`config.mk`:
```
export PLATFORM = sky130hd
export DESIGN_NAME = lifo_drain_flat
export DESIGN_NICKNAME = d
export VERILOG_FILES = /design/src/rtl/lifo_drain_if.sv /design/src/rtl/lifo_drain.sv /design/src/flat_wrapper.sv
export SDC_FILE = /design/constraint.sdc
export NUM_CORES = 1
export LEC_CHECK = 0
export CAP_MARGIN = 20
export CORE_MARGIN = 8
export CORE_UTILIZATION = 45
export CTS_CLUSTER_DIAMETER = 50
export DETAILED_ROUTE_END_ITERATION = 12
export GPL_TIMING_DRIVEN = 1
export PLACE_DENSITY = 0.67
export SYNTH_ARGS = -nofsm -noshare
export SYNTH_HDL_FRONTEND = slang
export SYNTH_SLANG_ARGS = --single-unit
```
`constraint.sdc`:
```
create_clock -name clk -period 2.7 [get_ports clk]
set_input_delay 0.405 -clock clk [delete_from_list [all_inputs] [get_ports clk]]
set_output_delay 0.405 -clock clk [all_outputs]
set_load 0.05 [all_outputs]
```
`src/rtl/lifo_drain_if.sv`:
```
// Handshake and output-stream bundle for lifo_drain.
// Macro LIFO_DRAIN_PARITY_EN adds the out_parity signal.
interface lifo_drain_if #(
    parameter int WIDTH     = 8,
    parameter int PACK      = 4,
    parameter int CNT_WIDTH = 4
) ();
    logic                   rx_rdy;
    logic [WIDTH-1:0]       in_data;
    logic                   rx_done;
    logic                   flush;
    logic [WIDTH*PACK-1:0]  out_word;
    logic [CNT_WIDTH-1:0]   out_count;
    logic                   out_valid;
    logic                   out_ready;
    logic                   busy;
`ifdef LIFO_DRAIN_PARITY_EN
    logic                   out_parity;
`endif

    // Stack side plus downstream consumer drive the block through this view.
    modport master (
        output rx_rdy, in_data, flush, out_ready,
`ifdef LIFO_DRAIN_PARITY_EN
        input  out_parity,
`endif
        input  rx_done, out_word, out_count, out_valid, busy
    );

    modport slave (
        input  rx_rdy, in_data, flush, out_ready,
`ifdef LIFO_DRAIN_PARITY_EN
        output out_parity,
`endif
        output rx_done, out_word, out_count, out_valid, busy
    );
endinterface

```
`src/rtl/lifo_drain.sv`:
```
// Stack drain: four-phase rx_rdy/rx_done pop, PACK-word packing, flushable partial words.
// Macro LIFO_DRAIN_PARITY_EN adds registered even parity (out_parity) over out_word.
module lifo_drain #(
    parameter int WIDTH     = 8,
    parameter int PACK      = 4,
    parameter int CNT_WIDTH = 4
) (
    input  logic          clk,
    input  logic          rst,
    lifo_drain_if.slave   bus
);
    localparam int OW = WIDTH * PACK;

    typedef enum logic [1:0] {
        ST_IDLE = 2'd0,
        ST_ACK  = 2'd1,
        ST_REL  = 2'd2
    } state_t;

    state_t                state_q, state_d;
    logic [CNT_WIDTH-1:0]  idx_q, idx_d;
    logic [OW-1:0]         asm_q, asm_d;
    logic                  flush_pend_q, flush_pend_d;
    logic                  rx_done_q, rx_done_d;
    logic                  out_valid_q, out_valid_d;
    logic [OW-1:0]         out_word_q, out_word_d;
    logic [CNT_WIDTH-1:0]  out_count_q, out_count_d;
    logic                  busy_q, busy_d;
`ifdef LIFO_DRAIN_PARITY_EN
    logic                  out_parity_q, out_parity_d;
`endif

    logic                  out_free_s;
    logic                  room_s;
    logic                  last_lane_s;
    logic [OW-1:0]         full_word_s;

    function automatic logic even_parity(input logic [OW-1:0] word);
        return ^word;
    endfunction

    // Next-state computation for the handshake FSM, lane assembly and output register.
    always_comb begin
        out_free_s  = !out_valid_q || bus.out_ready;
        room_s      = (idx_q < CNT_WIDTH'(PACK - 1)) || out_free_s;
        last_lane_s = (idx_q == CNT_WIDTH'(PACK - 1));
        full_word_s = asm_q;
        full_word_s[OW-1 -: WIDTH] = bus.in_data;

        state_d      = state_q;
        idx_d        = idx_q;
        asm_d        = asm_q;
        rx_done_d    = rx_done_q;
        out_word_d   = out_word_q;
        out_count_d  = out_count_q;
        flush_pend_d = flush_pend_q | bus.flush;

        if (out_valid_q && bus.out_ready) begin
            out_valid_d = 1'b0;
        end else begin
            out_valid_d = out_valid_q;
        end

        case (state_q)
            ST_IDLE: begin
                // A latched flush takes priority over a waiting pop.
                if (flush_pend_q) begin
                    if (idx_q == {CNT_WIDTH{1'b0}}) begin
                        flush_pend_d = bus.flush;
                    end else if (out_free_s) begin
                        out_word_d   = asm_q;
                        out_count_d  = idx_q;
                        out_valid_d  = 1'b1;
                        idx_d        = {CNT_WIDTH{1'b0}};
                        asm_d        = {OW{1'b0}};
                        flush_pend_d = bus.flush;
                    end else begin
                        flush_pend_d = 1'b1;
                    end
                end else if (bus.rx_rdy && room_s) begin
                    rx_done_d = 1'b1;
                    state_d   = ST_ACK;
                    if (last_lane_s) begin
                        out_word_d  = full_word_s;
                        out_count_d = CNT_WIDTH'(PACK);
                        out_valid_d = 1'b1;
                        idx_d       = {CNT_WIDTH{1'b0}};
                        asm_d       = {OW{1'b0}};
                    end else begin
                        for (int i = 0; i < PACK - 1; i++) begin
                            if (idx_q == CNT_WIDTH'(i)) begin
                                asm_d[i*WIDTH +: WIDTH] = bus.in_data;
                            end else begin
                                asm_d[i*WIDTH +: WIDTH] = asm_q[i*WIDTH +: WIDTH];
                            end
                        end
                        idx_d = idx_q + CNT_WIDTH'(1);
                    end
                end else begin
                    state_d = ST_IDLE;
                end
            end
            ST_ACK: begin
                if (!bus.rx_rdy) begin
                    rx_done_d = 1'b0;
                    state_d   = ST_REL;
                end else begin
                    rx_done_d = 1'b1;
                end
            end
            ST_REL: begin
                // One dead cycle so the stack observes rx_done low before re-offering.
                rx_done_d = 1'b0;
                state_d   = ST_IDLE;
            end
            default: begin
                rx_done_d = 1'b0;
                state_d   = ST_IDLE;
            end
        endcase

        busy_d = (idx_d != {CNT_WIDTH{1'b0}}) || (state_d != ST_IDLE);
`ifdef LIFO_DRAIN_PARITY_EN
        out_parity_d = even_parity(out_word_d);
`endif
    end

    // State and registered outputs; reset discards partial lanes and pending flush.
    always_ff @(posedge clk or posedge rst) begin
        if (rst) begin
            state_q      <= ST_IDLE;
            idx_q        <= {CNT_WIDTH{1'b0}};
            asm_q        <= {OW{1'b0}};
            flush_pend_q <= 1'b0;
            rx_done_q    <= 1'b0;
            out_valid_q  <= 1'b0;
            out_word_q   <= {OW{1'b0}};
            out_count_q  <= {CNT_WIDTH{1'b0}};
            busy_q       <= 1'b0;
`ifdef LIFO_DRAIN_PARITY_EN
            out_parity_q <= 1'b0;
`endif
        end else begin
            state_q      <= state_d;
            idx_q        <= idx_d;
            asm_q        <= asm_d;
            flush_pend_q <= flush_pend_d;
            rx_done_q    <= rx_done_d;
            out_valid_q  <= out_valid_d;
            out_word_q   <= out_word_d;
            out_count_q  <= out_count_d;
            busy_q       <= busy_d;
`ifdef LIFO_DRAIN_PARITY_EN
            out_parity_q <= out_parity_d;
`endif
        end
    end

    assign bus.rx_done   = rx_done_q;
    assign bus.out_valid = out_valid_q;
    assign bus.out_word  = out_word_q;
    assign bus.out_count = out_count_q;
    assign bus.busy      = busy_q;
`ifdef LIFO_DRAIN_PARITY_EN
    assign bus.out_parity = out_parity_q;
`endif
endmodule

```
`src/flat_wrapper.sv`:
```
// flat-port wrapper written by rule: the top's interface ports become plain ports
module lifo_drain_flat 
#(
    parameter int WIDTH     = 8,
    parameter int PACK      = 4,
    parameter int CNT_WIDTH = 4
)
  (clk, rst, bus_rx_rdy, bus_in_data, bus_flush, bus_out_ready, bus_rx_done, bus_out_word, bus_out_count, bus_out_valid, bus_busy);
  lifo_drain_if #(.WIDTH(WIDTH), .PACK(PACK), .CNT_WIDTH(CNT_WIDTH)) bus_i ();
  input  logic clk;
  input  logic rst;
  input wire logic [$bits(bus_i.rx_rdy)-1:0] bus_rx_rdy;
  input wire logic [$bits(bus_i.in_data)-1:0] bus_in_data;
  input wire logic [$bits(bus_i.flush)-1:0] bus_flush;
  input wire logic [$bits(bus_i.out_ready)-1:0] bus_out_ready;
  output wire logic [$bits(bus_i.rx_done)-1:0] bus_rx_done;
  output wire logic [$bits(bus_i.out_word)-1:0] bus_out_word;
  output wire logic [$bits(bus_i.out_count)-1:0] bus_out_count;
  output wire logic [$bits(bus_i.out_valid)-1:0] bus_out_valid;
  output wire logic [$bits(bus_i.busy)-1:0] bus_busy;
  assign bus_i.rx_rdy = bus_rx_rdy;
  assign bus_i.in_data = bus_in_data;
  assign bus_i.flush = bus_flush;
  assign bus_i.out_ready = bus_out_ready;
  assign bus_rx_done = bus_i.rx_done;
  assign bus_out_word = bus_i.out_word;
  assign bus_out_count = bus_i.out_count;
  assign bus_out_valid = bus_i.out_valid;
  assign bus_busy = bus_i.busy;
  lifo_drain #(.WIDTH(WIDTH), .PACK(PACK), .CNT_WIDTH(CNT_WIDTH)) u_core (.clk(clk), .rst(rst), .bus(bus_i));
endmodule
```
=== Yosys cells after proc, flatten, opt, wreduce, memory -nomap -nowiden ===
Index checks and enable logic that the tools add are counted.
Widths: inputs -> output; s select.

* Flip-flop bits (word level): 78
* Input bits: 13
* Output and inout bits: 39
* Logic and storage cells: 87

* Add/subtract/negate cells: 1
* Magnitude comparators: 1
* Equality and inequality tests: 8
* Muxes and demuxes: 44
* Bitwise logic cells: 1
* Reductions and logical operators: 20

{| class="wikitable"
|+ Operators by type and width
! cell !! count
|-
| $mux 32 || 9
|-
| $mux 4 || 11
|-
| $mux 8 || 4
|-
| $mux 24 || 1
|-
| $reduce_and 5->1 || 4
|-
| $mux 1 || 15
|-
| $reduce_bool 3->1 || 3
|-
| $eq 4x2->1 const B || 2
|-
| $ne 2x2->1 const B || 3
|-
| $reduce_bool 2->1 || 3
|-
| $add 4x1->4 const B || 1
|-
| $eq 4x1->1 const B || 1
|-
| $logic_not 4->1 || 1
|-
| $lt 4x2->1 const B || 1
|-
| $mux 2 || 2
|-
| $pmux 2 s2 || 1
|-
| $reduce_bool 4->1 || 1
|-
| $logic_or 1x1->1 || 3
|-
| $eq 2x1->1 const B || 1
|-
| $logic_and 1x1->1 || 2
|-
| $logic_not 2->1 || 1
|-
| $ne 2x1->1 const B || 1
|-
| $pmux 1 s2 || 1
|-
| $reduce_and 2->1 || 1
|-
| 2 further kinds || 2
|}

=== Depth between registers and ports, before layout ===
* Depth in word-level cells: 9
* Depth in mapped cells: 7
* Mapped depth without buffers: 6

=== Least setup slack after synthesis ===
Ideal clock, no wire load.

* Path kind: reg2reg
* From: reg u_core.idx_q[0]
* To: reg u_core.out_word_q[25], in the netlist u_core.bus.out_word[25]
* Library setup time: 125 ps
* Arrival: 2109 ps
* Setup slack: 466 ps
* Stages on the path, launching flop included: 8
* Path buffers: 2
* Clock period less this slack: 2234 ps
* Path through: dfrtp_1 > ha_1 > clkbuf_1 > nor3_2 > o211ai_1 > a211oi_4 > buf_6 > mux2_2

* Cells in the longest elaborated chain, start to end: 5
* Elaborated cells between the ends (all ways): 9
* Classes of those cells: order compare (1); eq/ne (2); reduce/logical (6)

{| class="wikitable"
|+ RTL lines
! what !! line !! text
|-
| start: declaration || lifo_drain.sv:21 || <nowiki>logic [CNT_WIDTH-1:0] idx_q, idx_d;</nowiki>
|-
| start signal: assignment || lifo_drain.sv:132 || <nowiki>idx_q <= {CNT_WIDTH{1'b0}};</nowiki>
|-
| start signal: assignment || lifo_drain.sv:145 || <nowiki>idx_q <= idx_d;</nowiki>
|-
| $lt 4x2->1 || lifo_drain.sv:45 || <nowiki>room_s = (idx_q < CNT_WIDTH'(PACK - 1)) || out_free_s;</nowiki>
|-
| $logic_or 1x1->1 || lifo_drain.sv:45 ||
|-
| $logic_and 1x1->1 || lifo_drain.sv:80 || <nowiki>end else if (bus.rx_rdy && room_s) begin</nowiki>
|-
| $reduce_bool 2->1 (no source line) || -- ||
|-
| $reduce_and 5->1 (no source line) (*) || -- ||
|-
| end signal: assignment || lifo_drain.sv:137 || <nowiki>out_word_q <= {OW{1'b0}};</nowiki>
|-
| end signal: assignment || lifo_drain.sv:150 || <nowiki>out_word_q <= out_word_d;</nowiki>
|-
| end: declaration || lifo_drain.sv:26 || <nowiki>logic [OW-1:0] out_word_q, out_word_d;</nowiki>
|}

Every way passes the cells marked *; elsewhere a longest branch is shown, timed or not.
A chain may end at the register's enable or synchronous reset.

=== Worst setup path in the final report ===
* From: reg u_core.idx_q[0]
* To: reg u_core.asm_q[12]

* Cells in the longest elaborated chain, start to end: 5
* Elaborated cells between the ends (all ways): 13
* Classes of those cells: order compare (1); eq/ne (3); mux (3); reduce/logical (6)

{| class="wikitable"
|+ RTL lines
! what !! line !! text
|-
| $lt 4x2->1 || lifo_drain.sv:45 ||
|-
| $logic_or 1x1->1 || lifo_drain.sv:45 ||
|-
| $logic_and 1x1->1 || lifo_drain.sv:80 ||
|-
| $reduce_bool 2->1 (no source line) || -- ||
|-
| $reduce_and 5->1 (no source line) || -- ||
|-
| end signal: assignment || lifo_drain.sv:133 || <nowiki>asm_q <= {OW{1'b0}};</nowiki>
|-
| end signal: assignment || lifo_drain.sv:146 || <nowiki>asm_q <= asm_d;</nowiki>
|-
| end: declaration || lifo_drain.sv:22 || <nowiki>logic [OW-1:0] asm_q, asm_d;</nowiki>
|}

Parallel ways exist; a longest one is shown, timed or not. The select of a mux whose other input is x is not followed.

==> results.py <==
metrics = {
    "floorplan": {
        "die_w_um": 98.6,
        "fp.dieArea_um2": 9720,
        "initial_utilization": 0.460,
        "dieHeight_um": 98.6,
        "placement_rows": 30,
        "pin_count": 52,
        "core-area_um2": 6680,
    },
    "synthesis": {
        "yosys.area_share.xor_xnor": 0,
        "yosys-top-cells-count": "dfrtp_1, mux2_2, inv_1, nor2_1, nor2b_1",
        "ys_top_cells_by_area": "dfrtp_1, mux2_2, nor2b_1",
        "synth_cells": 227,
        "syn_avg_cell_area_um2": 13.5,
        "yosys.area_share.simple": 0.0848,
        "yosysWarnings": 0,
        "muxShareOfSynthArea": 0.219,
        "ys_seq_area_frac": 0.570,
        "synth_compound_area_frac": 0.0770,
        "synth_top_family_by_area": "multiplexers",
        "synth_seq_cells": 70,
        "synth_top_area_frac": 0.570,
        "synthAdderAreaFrac": 0.0163,
        "ys.flop_type": "dfrtp_1",
        "synth.most_common_cell": "dfrtp_1",
        "synth_fp_nets": 244,
        "synth-edff-count": 0,
        "netlist-cell-type-count": 43,
        "synthArstFlopShare": 1.00,
        "syn_area_um2": 3070,
        "synth_largest_area_cell": "dfrtp_1",
    },
    "critical_path": {
        "criticalPathCategory": "flop to flop",
        "critPathMaxStageDelay_ns": 0.54,
        "crit_required_ns": 2.93,
        "crit_arrival_ns": 2.55,
        "cp_slowest_cell": "a21oi_2",
        "endpoint_kind": "flop",
        "worstPathCellList": "inv_1 -> ha_1 -> or3b_1 -> nand3_2 -> a21oi_2 -> mux2_2",
        "path_max_fanout": 8,
        "cp-start-kind": "flop",
        "r2r_slack_ns": 0.38,
    },
    "run": {
        "maxCapViolations": 0,
    },
    "global_route": {
        "antenna_found_initial": 0,
        "grt_usage": 0.143,
        "grt.overflow.total": 0,
        "first_global_vias": 2122,
        "grt_max_degree": 57,
        "grt_pass1_wl_um": 11000,
    },
    "clock_tree": {
        "cts_hold_buf": 0,
        "cts_buffer_depth": 2,
        "clkLatencyLatePin_ns": 0.34,
        "cts_tree": "built",
        "post_cts_buffers": 0,
        "root_buffer": "clkbuf_8",
        "path_clk_slew_ns": 0.07,
        "htree_levels": 3,
        "clock_sinks": 70,
        "cts-resized-gates": 0,
        "cts-buffers-inserted": 9,
    },
    "sta": {
        "slew_headroom": 0.630,
        "final_max_slew_viol_count": 0,
        "post-route-period-util": 0.860,
        "report.final.hold_viol_count": 0,
        "setup_viol_count_final": 0,
        "tightestPinTransition_ns": 0.555,
        "grt_setup_unrepaired": "no",
        "period_minus_slack_ns": 2.32,
        "setup-tns-final_ns": 0,
        "finClkSkew_ns": 0.00678,
        "fmax_mhz": 431,
    },
    "placement": {
        "placed_area_um2": 3700,
        "dp_hpwl_um": 4420,
        "gp_congestion": 0.887,
        "io_buffer_count": 51,
    },
    "power_and_ir_drop": {
        "leakagePower_nw": 1.75,
        "ir_drop_v": 0.000528,
        "p_per_area_nw_per_um2": 1160,
        "power_mw": 4.55,
    },
    "detailed_routing": {
        "first_pass_iters": 4,
        "via_count": 1983,
        "route.detailed.drc": 0,
        "wl_per_cell_um": 17.0,
        "drtIter0Drc": 41,
        "post_drt_via_cell_ratio": 5.35,
        "drt-total-wl_um": 6300,
        "ant_nets": 0,
    },
    "final_layout": {
        "drive_gt1_frac": 0.296,
        "design_area_um2": 3910,
        "fin_util": 0.585,
        "layout.nets": 304,
        "diodes": 0,
        "syn_to_final_growth_pct": 27.4,
    },
    "min_path": {
        "hold_path_class": "input pin to async pin",
    },
    "status": {
        "status": "complete, no violations",
    },
}
worst max-delay path, delay by kind of cell, from the launching register on:
family,cells,cell delay [ns]
adder cells (fa/ha/maj),1,0.24
AO/OA/AOI/OAI,1,0.54
multiplexers,1,0.40
flip-flops,1,0.46
buffers and inverters,1,0.12
AND/OR/NAND/NOR,2,0.43
state kept, by name, indices dropped and copies added, names as in the netlist:
signal / flops
u_core.bus.out_word: 32
u_core.asm_q: 24
u_core.bus.out_count: 4
u_core.idx_q: 4
u_core.state_q: 2
u_core.bus.busy: 1
u_core.bus.out_valid: 1
u_core.bus.rx_done: 1
u_core.flush_pend_q: 1
cells by family after synthesis:
kind of cell	count (synthesis)
and+or+nand+nor	44
DFF	70
adders and majority gates	4
AOI/OAI and AO/OA	30
buffers and inverters	19
muxes	60
layout by cell type, fill, tap and decap left out, drive strengths merged, types with 2 or more instances in the layout:
cell,n
bufinv,2
dfrtp,70
and2,8
clkinv,4
nand2,5
mux2,57
o21bai,2
clkbuf,9
a211oi,2
clkdlybuf4s50,51
mux2i,3
o21ai,5
o31ai,2
a21oi,6
inv,9
ha,4
nor2,9
buf,8
nand3,3
nor2b,9
o211ai,5
power breakdown:
part | switching [mW] | internal [mW]
registers | 0.213 | 1.42
logic | 1.19 | 0.825
clock network | 0.393 | 0.515
metal layers:
| metal | up-vias | share of wire | global-route usage |
|---|---|---|---|
| li1 | 926 | - | - |
| met1 | 994 | 0.47 | 0.180 |
| met2 | 46 | 0.46 | 0.219 |
| met3 | 17 | 0.040 | 0.0345 |
| met4 | 0 | 0.029 | 0.0815 |
| met5 | - | 0 | 0 |
stage by stage:
step / worst slack, ns / instances / hold slack (ns)
2_1_floorplan: 0.466 / 227 / 0.460
3_3_place_gp: 0.133 / 356 / 0.468
3_5_place_dp: 0.152 / 356 / 0.475
4_1_cts: 0.344 / 371 / 0.353
5_1_grt: 0.199 / 371 / 0.380
6_report: 0.378 / 371 / 0.348
area by class of cell:
class,count,area (um2)
Clock buffer,9,124
Clock inverter,6,87.6
Fill cell,575,2770
Inverter,9,33.8
Multi-Input combinational cell,138,1220
Sequential cell,70,1750
Tap cell,80,100
Timing Repair Buffer,59,596
final timing paths:
path,from,to,cells after the start
setup / recovery,u_core.idx_q[0]$_DFF_PP0_,u_core.asm_q[12]$_DFFE_PP0P_,6
hold / removal,rst,u_core.bus.busy$_DFF_PP0_,2
setup reg to reg,u_core.idx_q[0]$_DFF_PP0_,u_core.asm_q[12]$_DFFE_PP0P_,6
hold reg to reg,u_core.bus.out_word[17]$_DFFE_PP0P_,u_core.bus.out_word[17]$_DFFE_PP0P_,1
max in group asynchronous,rst,u_core.asm_q[5]$_DFFE_PP0P_,3
min in group clk,u_core.bus.out_word[17]$_DFFE_PP0P_,u_core.bus.out_word[17]$_DFFE_PP0P_,1
No activity file was read; power rests on OpenSTA's default activity.
